`config.mk`:
```
export PLATFORM = sky130hd
export DESIGN_NAME = alu_seq_core
export DESIGN_NICKNAME = d
export VERILOG_FILES = /design/src/rtl/alu_seq_core.sv
export SDC_FILE = /design/constraint.sdc
export NUM_CORES = 1
export LEC_CHECK = 0
export CORE_UTILIZATION = 40
export CTS_CLUSTER_SIZE = 24
export DETAILED_ROUTE_END_ITERATION = 10
export SYNTH_ARGS = -nofsm -noshare
export SYNTH_HDL_FRONTEND = slang
export SYNTH_SLANG_ARGS = --single-unit
export TNS_END_PERCENT = 100
```
`constraint.sdc`:
```
create_clock -name clk -period 4 [get_ports clk]
set_input_delay 0.4 -clock clk [delete_from_list [all_inputs] [get_ports clk]]
set_output_delay 0.4 -clock clk [all_outputs]
set_load 0.01 [all_outputs]
```
`src/rtl/alu_seq_core.sv`:
```
// alu_seq_core: sequential ALU with load-A/load-B operand registers, a
// registered double-width result and a multi-cycle shift-add multiplier.
//
// Ports:
//   clk, rst                 rising-edge clock, async active-high reset
//   operand_a, operand_b     values captured into reg_a / reg_b on load_a / load_b
//   alu_op, start            operation select and launch (start ignored while busy)
//   busy                     multiply in progress
//   done                     one-cycle pulse, result/flags just updated
//   result                   registered 2*WIDTH result
//   zero/carry/overflow/negative_flag   registered flags, hold between updates
//
// state     | meaning
// ST_IDLE   | accepts start; single-cycle ops complete at the start edge
// ST_MULT   | shift-add multiply, one multiplier bit per clock
module alu_seq_core #(
   parameter int WIDTH = 8
) (
   input  logic                 clk,
   input  logic                 rst,
   input  logic [WIDTH-1:0]     operand_a,
   input  logic [WIDTH-1:0]     operand_b,
   input  logic                 load_a,
   input  logic                 load_b,
   input  logic [3:0]           alu_op,
   input  logic                 start,
   output logic                 busy,
   output logic                 done,
   output logic [2*WIDTH-1:0]   result,
   output logic                 zero_flag,
   output logic                 carry_flag,
   output logic                 overflow_flag,
   output logic                 negative_flag
);
   localparam int SHW = $clog2(WIDTH);

   localparam logic [0:0] ST_IDLE = 1'b0;
   localparam logic [0:0] ST_MULT = 1'b1;

   localparam logic [3:0] OP_ADD = 4'd0;
   localparam logic [3:0] OP_SUB = 4'd1;
   localparam logic [3:0] OP_AND = 4'd2;
   localparam logic [3:0] OP_OR  = 4'd3;
   localparam logic [3:0] OP_XOR = 4'd4;
   localparam logic [3:0] OP_SHL = 4'd5;
   localparam logic [3:0] OP_SHR = 4'd6;
   localparam logic [3:0] OP_CMP = 4'd7;
   localparam logic [3:0] OP_MUL = 4'd8;
   localparam logic [3:0] OP_ASR = 4'd9;

   logic [0:0]           state;
   logic [WIDTH-1:0]     reg_a, reg_b;
   logic [WIDTH-1:0]     work_a, work_b;
   logic [2*WIDTH-1:0]   acc;
   logic [SHW-1:0]       cnt;

   logic [SHW-1:0]       amt;
   logic [WIDTH:0]       sum_add, sum_sub, shl_x, shr_x;
   logic signed [WIDTH:0] asr_x;
   logic [WIDTH-1:0]     op_res;
   logic                 op_c, op_v, op_z, op_n, op_upd;
   logic [2*WIDTH-1:0]   mul_term, acc_next;

   assign amt     = reg_b[SHW-1:0];
   assign sum_add = {1'b0, reg_a} + {1'b0, reg_b};
   assign sum_sub = {1'b0, reg_a} + {1'b0, ~reg_b} + {{WIDTH{1'b0}}, 1'b1};
   // One guard bit on the shifted-out side captures the last bit lost.
   assign shl_x   = {1'b0, reg_a} << amt;
   assign shr_x   = {reg_a, 1'b0} >> amt;
   assign asr_x   = $signed({reg_a, 1'b0}) >>> amt;

   always_comb begin
      op_res = '0;
      op_c   = 1'b0;
      op_v   = 1'b0;
      op_upd = 1'b1;
      case (alu_op)
         OP_ADD: begin
            op_res = sum_add[WIDTH-1:0];
            op_c   = sum_add[WIDTH];
            op_v   = (reg_a[WIDTH-1] == reg_b[WIDTH-1]) && (sum_add[WIDTH-1] != reg_a[WIDTH-1]);
         end
         OP_SUB, OP_CMP: begin
            op_res = sum_sub[WIDTH-1:0];
            op_c   = sum_sub[WIDTH];
            op_v   = (reg_a[WIDTH-1] != reg_b[WIDTH-1]) && (sum_sub[WIDTH-1] != reg_a[WIDTH-1]);
            // CMP only updates the flags; the result register keeps its value.
            op_upd = (alu_op == OP_SUB);
         end
         OP_AND: op_res = reg_a & reg_b;
         OP_OR:  op_res = reg_a | reg_b;
         OP_XOR: op_res = reg_a ^ reg_b;
         OP_SHL: begin
            op_res = shl_x[WIDTH-1:0];
            op_c   = shl_x[WIDTH];
         end
         OP_SHR: begin
            op_res = shr_x[WIDTH:1];
            op_c   = shr_x[0];
         end
         OP_ASR: begin
            op_res = asr_x[WIDTH:1];
            op_c   = asr_x[0];
         end
         default: op_res = '0;
      endcase
   end

   assign op_z = (op_res == '0);
   assign op_n = op_res[WIDTH-1];

   assign mul_term = work_b[cnt] ? ({{WIDTH{1'b0}}, work_a} << cnt) : '0;
   assign acc_next = acc + mul_term;

   always_ff @(posedge clk or posedge rst) begin
      if (rst) begin
         state         <= ST_IDLE;
         reg_a         <= '0;
         reg_b         <= '0;
         work_a        <= '0;
         work_b        <= '0;
         acc           <= '0;
         cnt           <= '0;
         busy          <= 1'b0;
         done          <= 1'b0;
         result        <= '0;
         zero_flag     <= 1'b0;
         carry_flag    <= 1'b0;
         overflow_flag <= 1'b0;
         negative_flag <= 1'b0;
      end else begin
         if (load_a) reg_a <= operand_a;
         if (load_b) reg_b <= operand_b;
         done <= 1'b0;
         case (state)
            ST_IDLE: begin
               if (start) begin
                  work_a <= reg_a;
                  work_b <= reg_b;
                  if (alu_op == OP_MUL) begin
                     state <= ST_MULT;
                     busy  <= 1'b1;
                     acc   <= '0;
                     cnt   <= '0;
                  end else begin
                     done <= 1'b1;
                     if (op_upd) result <= {{WIDTH{1'b0}}, op_res};
                     zero_flag     <= op_z;
                     carry_flag    <= op_c;
                     overflow_flag <= op_v;
                     negative_flag <= op_n;
                  end
               end
            end
            ST_MULT: begin
               acc <= acc_next;
               cnt <= cnt + 1'b1;
               if (cnt == SHW'(WIDTH-1)) begin
                  state         <= ST_IDLE;
                  busy          <= 1'b0;
                  done          <= 1'b1;
                  result        <= acc_next;
                  zero_flag     <= (acc_next == '0);
                  carry_flag    <= |acc_next[2*WIDTH-1:WIDTH];
                  overflow_flag <= 1'b0;
                  negative_flag <= acc_next[2*WIDTH-1];
               end
            end
            default: state <= ST_IDLE;
         endcase
      end
   end

endmodule

```
==> flow_metrics.env <==
export IMPL_status="finished clean"
export IMPL_cp_end_kind="flop"
export IMPL_worstSkewPairLatency_ps=350
export IMPL_seq_area_sq_um=1850
export IMPL_grt_max_degree=36
export IMPL_powerDensity_nw_per_um2=683
export IMPL_worst_slew_pin_slew_ps=778
export IMPL_grt_use_total=0.247
export IMPL_seqPwrFrac=0.266
export IMPL_critPathMaxFanout=7
export IMPL_synth_common_cells="nand2_1, dfrtp_1, o21ai_0"
export IMPL_clk_pin_slew_worst_paths_ps=70
export IMPL_yosysWarnings=0
export IMPL_synth_seq_cells=74
export IMPL_report_final_slew_viol_count=0
export IMPL_synth_nets=737
export IMPL_cts_buffers=9
export IMPL_num_antenna_cells=0
export IMPL_dp_cells=873
export IMPL_drtIter0Drc=458
export IMPL_synth_edf_count=0
export IMPL_grt_util_met1=0.363
export IMPL_worst_setup_path_start_kind="flop"
export IMPL_finalNetCount=775
export IMPL_hpwlAfterDp_um=13500
export IMPL_cts_hold_buf=0
export IMPL_cts_setup_buffers=0
export IMPL_hp_class="reg2reg"
export IMPL_grt_ovfl_total=0
export IMPL_worstPathCellList="mux4_2 -> nand2_1 -> and2_2 -> nor2_1 -> ha_1 -> o21ai_0 -> or3_1 -> o21ai_4 -> o22ai_1 -> xor2_1 -> nand2_1 -> or4_4 -> o41a_1"
export IMPL_synth_ff_type="dfrtp_1"
export IMPL_clock_skew_ps=11.3
export IMPL_gp_congestion=0.911
export IMPL_multi_input_area_sq_um=3750
export IMPL_max_stage_delay_ps=520
export IMPL_drt_total_wl_um=17500
export IMPL_p_sw_w=0.00200
export IMPL_worst_path_buf_inv=0
export IMPL_cts_root_buf="clkbuf_16"
export IMPL_grtUsageMet3=0.0346
export IMPL_grt_pass1_vias=5007
export IMPL_instances_no_fill=889
export IMPL_async_reset_ff_frac=1.00
export IMPL_fin_crit_sh=0.946
export IMPL_drtPass1Iterations=5
export IMPL_comb_power_share=0.531
export IMPL_coreArea_sq_um=14100
export IMPL_worstPathArrival_ps=4020
export IMPL_synth_top_cell_area_share=0.315
export IMPL_final_min_clock_period_ps=3780
export IMPL_p_int_w=0.00270
export IMPL_drive_above_1_share=0.120
export IMPL_syn_inst=666
export IMPL_cts_resized=0
export IMPL_fp_dieH_um=123
export IMPL_area_growth_pct=17.2
export IMPL_crit_slowest_cell="mux4_2"
export IMPL_nFillCells=1360
export IMPL_syn_area_per_cell_sq_um=8.82
export IMPL_cts_tree="yes"
export IMPL_start_util=0.417
export IMPL_grt_busiest_layer="met2"
export IMPL_p_leak_nw=3.03
export IMPL_irDropWorstVdd_uv=287
export IMPL_required_ps=4240
export IMPL_cts_sinks=74
export IMPL_vias=5188
export IMPL_synth_most_common_cell="nand2_1"
export IMPL_clk_path_buf_depth=2
export IMPL_cpLargestDelayFamily="simple AND/OR/NAND/NOR gates"
export IMPL_rsz0062_at_grt="no"
export IMPL_synthesis_area_sq_um=5880
export IMPL_slew_headroom=0.480
export IMPL_power_frac_clock=0.203
export IMPL_cpMostUsedCell="nand2_1"
export IMPL_max_freq_ghz=0.264
export IMPL_total_power_w=0.00470
export IMPL_antenna_left=0
export IMPL_portBuffers=46
export IMPL_ys_seq_area_frac=0.315
export IMPL_gr_usage_met2=0.372
export IMPL_drc=0
export IMPL_switching_share=0.425
export IMPL_synth_top_cell_by_area="dfrtp_1"
export IMPL_maxCapViolCount=0
export IMPL_die_w_um=123
export IMPL_boundaryPins=47
export IMPL_fin_setup_tns_ps=0
export IMPL_setup_viol=0
export IMPL_antenna_found_initial=0
export IMPL_crit_type="reg2reg"
export IMPL_grt_first_pass_wirelength_um=27800
export IMPL_yosys_top_cells_area="dfrtp_1, ha_1, nand2_1, mux4_2, o21ai_0"
export IMPL_die_area_sq_um=15200
export IMPL_wl_per_cell_um=19.7
export IMPL_rows=43
export IMPL_htree_levels=3
export IMPL_vias_per_cell=5.84
export IMPL_synth_cell_types=77
export IMPL_hold_viol_final=0
-- metal layers --
metal	wire (um)	up-vias	share of wire
met4	293	0	0.017
met1	8490	2505	0.49
met2	7740	174	0.44
li1	-	2487	-
met3	974	22	0.056
met5	0	-	0
-- worst min-delay path, stage by stage (launching register included) --
cell	delay, ps
dfrtp_1	340
nand2_1	40
o21ai_0	60
-- layout make-up --
class / instances / share of cell area
inverters: 31 / 0.0169
well taps: 180 / 0.0327
clock buffers: 10 / 0.0332
flip-flops and latches: 74 / 0.269
repair buffers: 64 / 0.0865
multi-input cells: 524 / 0.545
clock inverters: 6 / 0.0164
-- stage by stage --
step                       util  area [sq um]  hold WS, ps  worst slack, ps
after floorplan               -          5880          452              123
after global placement    0.464          6540          463              245
after detailed placement  0.464          6540          471              108
after CTS                 0.488          6880          484              119
after global routing      0.489          6890          507             6.17
final                     0.489          6890          480              218
-- final timing paths --
check	slack, ps	end	start	cells past startpoint
worst max-delay path	220	carry_flag	cnt[0]	13
worst min-delay path	480	result[13]	result[13]	2
worst max register to register	220	carry_flag	cnt[0]	13
worst min register to register	480	result[13]	result[13]	2
max in group asynchronous	2700	reg_b[2]	rst	3
min in group asynchronous	500	work_a[3]	rst	2
-- cells by family (layout without fill, tap and decap cells) --
logic type,Yosys count,count (layout),share of synthesized area
buffers and inverters,68,111,0.0462
xor gates and xnor gates,21,21,0.0313
adders and majority gates,46,46,0.102
muxes,42,42,0.103
and+or+nand+nor,233,233,0.192
DFF,74,74,0.315
AOI/OAI and AO/OA,182,182,0.210
-- power groups by stage --
stage / combinational, W / sequential, W / clock [W]
floorplan: 0.00175 / 0.00120 / 0
global placement: 0.00243 / 0.00125 / 0
detailed placement: 0.00247 / 0.00126 / 0
CTS: 0.00248 / 0.00125 / 0.000972
global route: 0.00277 / 0.00129 / 0.00101
finish: 0.00249 / 0.00125 / 0.000955
-- flip-flops by register name (all words and copies together) (netlist names) --
name,flops
reg_a,8
state,1
negative_flag,1
carry_flag,1
cnt,3
work_b,8
reg_b,8
overflow_flag,1
work_a,8
zero_flag,1
result,16
done,1
acc,16
busy,1
-- layout by cell type (no fill, tap or decap), drive strengths merged, types with 5 or more instances in the layout --
cell type / instances
mux4: 13
xor2: 8
mux2i: 9
a21oi: 36
nand2: 110
a21o: 11
xnor2: 13
o21ai: 49
o21a: 7
dfrtp: 74
nor2: 43
o21bai: 7
o22a: 7
o211ai: 12
nand2b: 8
nand3: 10
mux2: 20
nor3: 14
inv: 32
clkbuf: 10
clkdlybuf4s50: 46
a22oi: 5
ha: 43
a211oi: 8
or3: 5
buf: 18
nor2b: 6
Power figures use the tool's default switching activity.
